### src/rtl/window_gen_3x3.sv
// 3x3 sliding-window generator: buffers two previous lines of a raster frame and emits every full window.
// Define WINGEN_ERR_EN to add a sticky err output flagging misuse (valid_in while idle, start while busy).
module window_gen_3x3 #(
   parameter int N     = 16,
   parameter int IMG_W = 32,
   parameter int IMG_H = 32
) (
   input  logic         clk,
   input  logic         rst,
   input  logic         start,
   input  logic         valid_in,
   input  logic [N-1:0] pix_in,
   output logic         busy,
   output logic         valid_out,
   output logic [N-1:0] dout11,
   output logic [N-1:0] dout12,
   output logic [N-1:0] dout13,
   output logic [N-1:0] dout21,
   output logic [N-1:0] dout22,
   output logic [N-1:0] dout23,
   output logic [N-1:0] dout31,
   output logic [N-1:0] dout32,
   output logic [N-1:0] dout33,
   output logic [4:0]   row_out,
   output logic [4:0]   col_out,
`ifdef WINGEN_ERR_EN
   output logic         done_out,
   output logic         err
`else
   output logic         done_out
`endif
);

   typedef enum logic [1:0] {IDLE, FILL, RUN} state_t;

   localparam int         AW       = $clog2(IMG_W);
   localparam logic [4:0] LAST_COL = 5'(IMG_W - 1);
   localparam logic [4:0] LAST_ROW = 5'(IMG_H - 1);

   state_t       state, state_nxt;
   logic [4:0]   in_row, in_col;
   logic [AW-1:0] lb_addr;
   logic [N-1:0] lb1 [IMG_W];
   logic [N-1:0] lb2 [IMG_W];
   logic [N-1:0] win     [3][3];
   logic [N-1:0] win_nxt [3][3];
   logic         accept, line_end, emit, frame_end;

   assign accept    = valid_in && (state != IDLE);
   assign line_end  = (in_col == LAST_COL);
   assign emit      = accept && (state == RUN) && (in_col >= 5'd2);
   assign frame_end = emit && line_end && (in_row == LAST_ROW);
   assign busy      = (state != IDLE);
   assign lb_addr   = in_col[AW-1:0];

   always_ff @(posedge clk) begin
      if (rst)
         state <= IDLE;
      else
         state <= state_nxt;
   end

   always_comb begin
      state_nxt = state;
      case (state)
         IDLE:    if (start) state_nxt = FILL;
         FILL:    if (accept && line_end && (in_row == 5'd1)) state_nxt = RUN;
         RUN:     if (frame_end) state_nxt = IDLE;
         default: state_nxt = IDLE;
      endcase
   end

   always_ff @(posedge clk) begin
      if (rst) begin
         in_row <= '0;
         in_col <= '0;
      end else if ((state == IDLE) && start) begin
         in_row <= '0;
         in_col <= '0;
      end else if (accept) begin
         if (line_end) begin
            in_col <= '0;
            in_row <= in_row + 5'd1;
         end else begin
            in_col <= in_col + 5'd1;
         end
      end
   end

   // The incoming right-hand column pairs the two buffered lines with the live pixel.
   always_comb begin
      for (int i = 0; i < 3; i++) begin
         win_nxt[i][0] = win[i][1];
         win_nxt[i][1] = win[i][2];
      end
      win_nxt[0][2] = lb2[lb_addr];
      win_nxt[1][2] = lb1[lb_addr];
      win_nxt[2][2] = pix_in;
   end

   // Storage needs no reset: every entry is rewritten before it can reach an emitted window.
   always_ff @(posedge clk) begin
      if (accept) begin
         lb1[lb_addr] <= pix_in;
         lb2[lb_addr] <= lb1[lb_addr];
         win          <= win_nxt;
      end
   end

   always_ff @(posedge clk) begin
      if (rst) begin
         valid_out <= 1'b0;
         done_out  <= 1'b0;
         row_out   <= '0;
         col_out   <= '0;
         dout11    <= '0;
         dout12    <= '0;
         dout13    <= '0;
         dout21    <= '0;
         dout22    <= '0;
         dout23    <= '0;
         dout31    <= '0;
         dout32    <= '0;
         dout33    <= '0;
      end else begin
         valid_out <= emit;
         done_out  <= frame_end;
         if (emit) begin
            dout11  <= win_nxt[0][0];
            dout12  <= win_nxt[0][1];
            dout13  <= win_nxt[0][2];
            dout21  <= win_nxt[1][0];
            dout22  <= win_nxt[1][1];
            dout23  <= win_nxt[1][2];
            dout31  <= win_nxt[2][0];
            dout32  <= win_nxt[2][1];
            dout33  <= win_nxt[2][2];
            row_out <= in_row - 5'd2;
            col_out <= in_col - 5'd2;
         end
      end
   end

`ifdef WINGEN_ERR_EN
   always_ff @(posedge clk) begin
      if (rst)
         err <= 1'b0;
      else if (((state == IDLE) && valid_in) || (start && busy))
         err <= 1'b1;
   end
`endif

endmodule

### config.mk
export PLATFORM = sky130hd
export DESIGN_NAME = window_gen_3x3
export DESIGN_NICKNAME = d
export VERILOG_FILES = /design/src/rtl/window_gen_3x3.sv
export SDC_FILE = /design/constraint.sdc
export NUM_CORES = 1
export LEC_CHECK = 0
export CAP_MARGIN = 30
export CORE_ASPECT_RATIO = 1.2
export CORE_UTILIZATION = 57
export CTS_BUF_LIST = sky130_fd_sc_hd__clkbuf_4
export DETAILED_ROUTE_END_ITERATION = 8
export HOLD_SLACK_MARGIN = 0.05
export PLACE_DENSITY_LB_ADDON = 0.25
export SYNTH_ARGS = -nofsm -noshare
export SYNTH_HDL_FRONTEND = slang
export SYNTH_SLANG_ARGS = --single-unit
### constraint.sdc
create_clock -name clk -period 7.1 [get_ports clk]
set_input_delay 2.13 -clock clk [delete_from_list [all_inputs] [get_ports clk]]
set_output_delay 2.13 -clock clk [all_outputs]
set_load 0.1 [all_outputs]
==> metrics.txt <==
# nets final between 3000 and 4000; dominant cell type by area after synthesis edfxtp_1; routed length per placed instance around 25 µm; # setup viols final 0; top_reg_cell synth edfxtp_1; cell-by-cell trace of the critical path nor2_1 -> inv_1 -> clkdlybuf4s50_1; number of flops mapped to enable cells by yosys ~1100; GP Congestion around 0.9; fin crit share a little under three quarters; Critical Path Fanout Max 6; crit path time final 5.11 ns; Layout Cell Area excl Fill 56100 µm²; CTS resizes 0; Cell Area, Placed roughly 52000 µm²; Die ar. about 87000 µm²; CP max stage delay 1.16 ns; Slew Limit Fails 0; gr usage total a little over a quarter; CTS tree built; Synth Net Count approximately 3000; cts bufs inserted 319; largest net degree at the start of global routing between 100 and 150; Crit path arrival time roughly 3.0 ns; Slew HR 22.8%; max_cap viols 0; # DRC 0; Via Count between 20000 and 30000; Syn Inst Count 2991; Vias/cell 5.90; top post-synthesis cells by area edfxtp_1 69%, mux2i_1 10%, dfxtp_1 7.1%, a22oi_1 3.9%, a21oi_1 2.6%; Final TNS setup 0 ns; initial antenna violation count 2; clk root buf clkbuf_4; PwrDens 258 nW/µm²; row cnt around 120; post-synthesis register bit count 1293; clock sinks between 1000 and 1500; register area share after synthesis between 70% and 80%; post-route ant nets 0; Pre-Repair DR Iteration Count 6; cts hold-fix bufs 0; critical path type flop to output port; crit start category flop; HPWL Detailed roughly 70000 µm; # port buffers roughly 180; Post-synth top cells 1120 x edfxtp_1, 513 x mux2i_1, 256 x a22oi_1, 250 x a21oi_1, 245 x nand2_1; grt ovf 0; worst path required time between 4 and 5 ns; vias in the first global route 27978; CP Capture Type output port; largest registers lb1: 512 flops, lb2: 512 flops, win: 96 flops; synthesized area per cell ~16 µm²; Synthesis Warnings 0; htree depth 5; initial core utilization around 58%; Clock Latency Late Sink 1.14 ns; Pwr Total around 15000 µW; Leak 0.0176 µW; CTS clk-pin slew, worst paths 0.07 ns; mapped cell area between 40000 and 50000 µm²; RSZ-0062 raised after global routing false; overall routed net length about 120000 µm; Die W ~270 µm; Post-CTS Setup Inserts 0; I/O pin count about 180; Post-Route Skew about 0.093 ns; layout cell share with drive strength beyond 1 a little under a fifth; outcome complete, no violations; maximum clock path buffer count 4; Slew @ Worst Pin between 1 and 1.5 ns; VDD IR max around 0.00013 V; fmax 196 MHz; area grow syn2layout 14.6%; most frequent cell after synthesis edfxtp_1; core area 84900 µm²; Hold/Removal Path Class flop to flop; first-pass GRT wire length approximately 170000 µm; die extent in y 323 µm; async set or reset register ratio after synthesis 0%; Starting DRT DRC Count slightly below 3000; Crit-path slowest cell clkdlybuf4s50_1; Cell variety after synth 38; Yosys top cell area share 68.7%; Fin. Hold Viols 0
-- critical path, delay by kind of cell (launching register included) --
kind	cells	cell delay, ns
AND/OR/NAND/NOR	1	0.11
buffers and inverters	2	1.27
flip-flops	1	0.48
-- final cells by class --
class / instances / area [µm²]
fill: 5837 / 28800
multi-input combinational: 1506 / 11200
antenna: 1 / 2.50
timing repair buffer: 255 / 2580
sequential: 1293 / 37100
tap: 1130 / 1410
clock inverter: 73 / 323
clock buffer: 462 / 3470
inverter: 8 / 32.5
-- worst paths after layout --
path / startpoint / endpoint / slack (ns) / cells past startpoint
setup / recovery: state[0]$_SDFFE_PP0P_ / busy / 1.99 / 3
hold / removal: win[2]$_DFFE_PN_ / win[18]$_DFFE_PN_ / 0.45 / 0
setup reg to reg: flop / lb2[25][3]$_DFFE_PP_ / 3.06 / 6
hold reg to reg: win[2]$_DFFE_PN_ / win[18]$_DFFE_PN_ / 0.45 / 0
-- where the power goes --
group	total, µW	internal [µW]	switching, µW
logic	443	118	324
clock network	5760	3010	2750
registers	8300	8280	17.6
total	14500	11400	3090
-- stage by stage --
stage / hold WS [ns] / setup WS (ns) / util [%] / cells
finish: 0.446 / 1.99 / 66.1 / 4728
global route: 0.453 / 1.86 / 66.1 / 4728
CTS: 0.436 / 1.88 / 65.9 / 4717
detailed placement: 0.432 / 1.54 / 61.4 / 4182
global placement: 0.431 / 1.63 / 61.3 / 4177
floorplan: 0.426 / 0.187 / - / 2991
-- per-layer routing --
metal | global-route usage, % | up-vias | wire (µm)
li1 | - | 12511 | -
met1 | 35.5 | 13862 | 46700
met2 | 41.9 | 1348 | 55000
met3 | 7.55 | 171 | 11100
met4 | 11.6 | 0 | 3780
met5 | 0 | - | 0
-- layout by cell type (no fill, tap or decap), types with 7 or more instances in the layout --
| cell type | instances |
|---|---|
| inv_1 | 7 |
| xnor2_1 | 7 |
| nor4_2 | 16 |
| ha_1 | 12 |
| dfxtp_1 | 172 |
| inv_2 | 12 |
| nor2_4 | 27 |
| buf_4 | 58 |
| nand2_1 | 244 |
| a21oi_1 | 250 |
| a22oi_1 | 256 |
| buf_16 | 8 |
| nor4_4 | 16 |
| nor2_1 | 83 |
| clkdlybuf4s50_1 | 161 |
| mux2i_1 | 513 |
| clkinv_1 | 50 |
| clkinv_2 | 7 |
| o21a_1 | 32 |
| edfxtp_1 | 1120 |
| buf_2 | 14 |
| a211oi_1 | 7 |
| buf_12 | 10 |
| clkbuf_4 | 462 |
-- cells by family after synthesis --
family | after synthesis | synth area share, %
muxes | 513 | 10.5
buffers and inverters | 192 | 2.18
AOI/OAI and AO/OA | 551 | 7.17
DFF | 1293 | 75.8
and+or+nand+nor | 422 | 3.96
xor gates and xnor gates | 8 | 0.143
adders and majority gates | 12 | 0.307
Power figures use the tool's default switching activity.
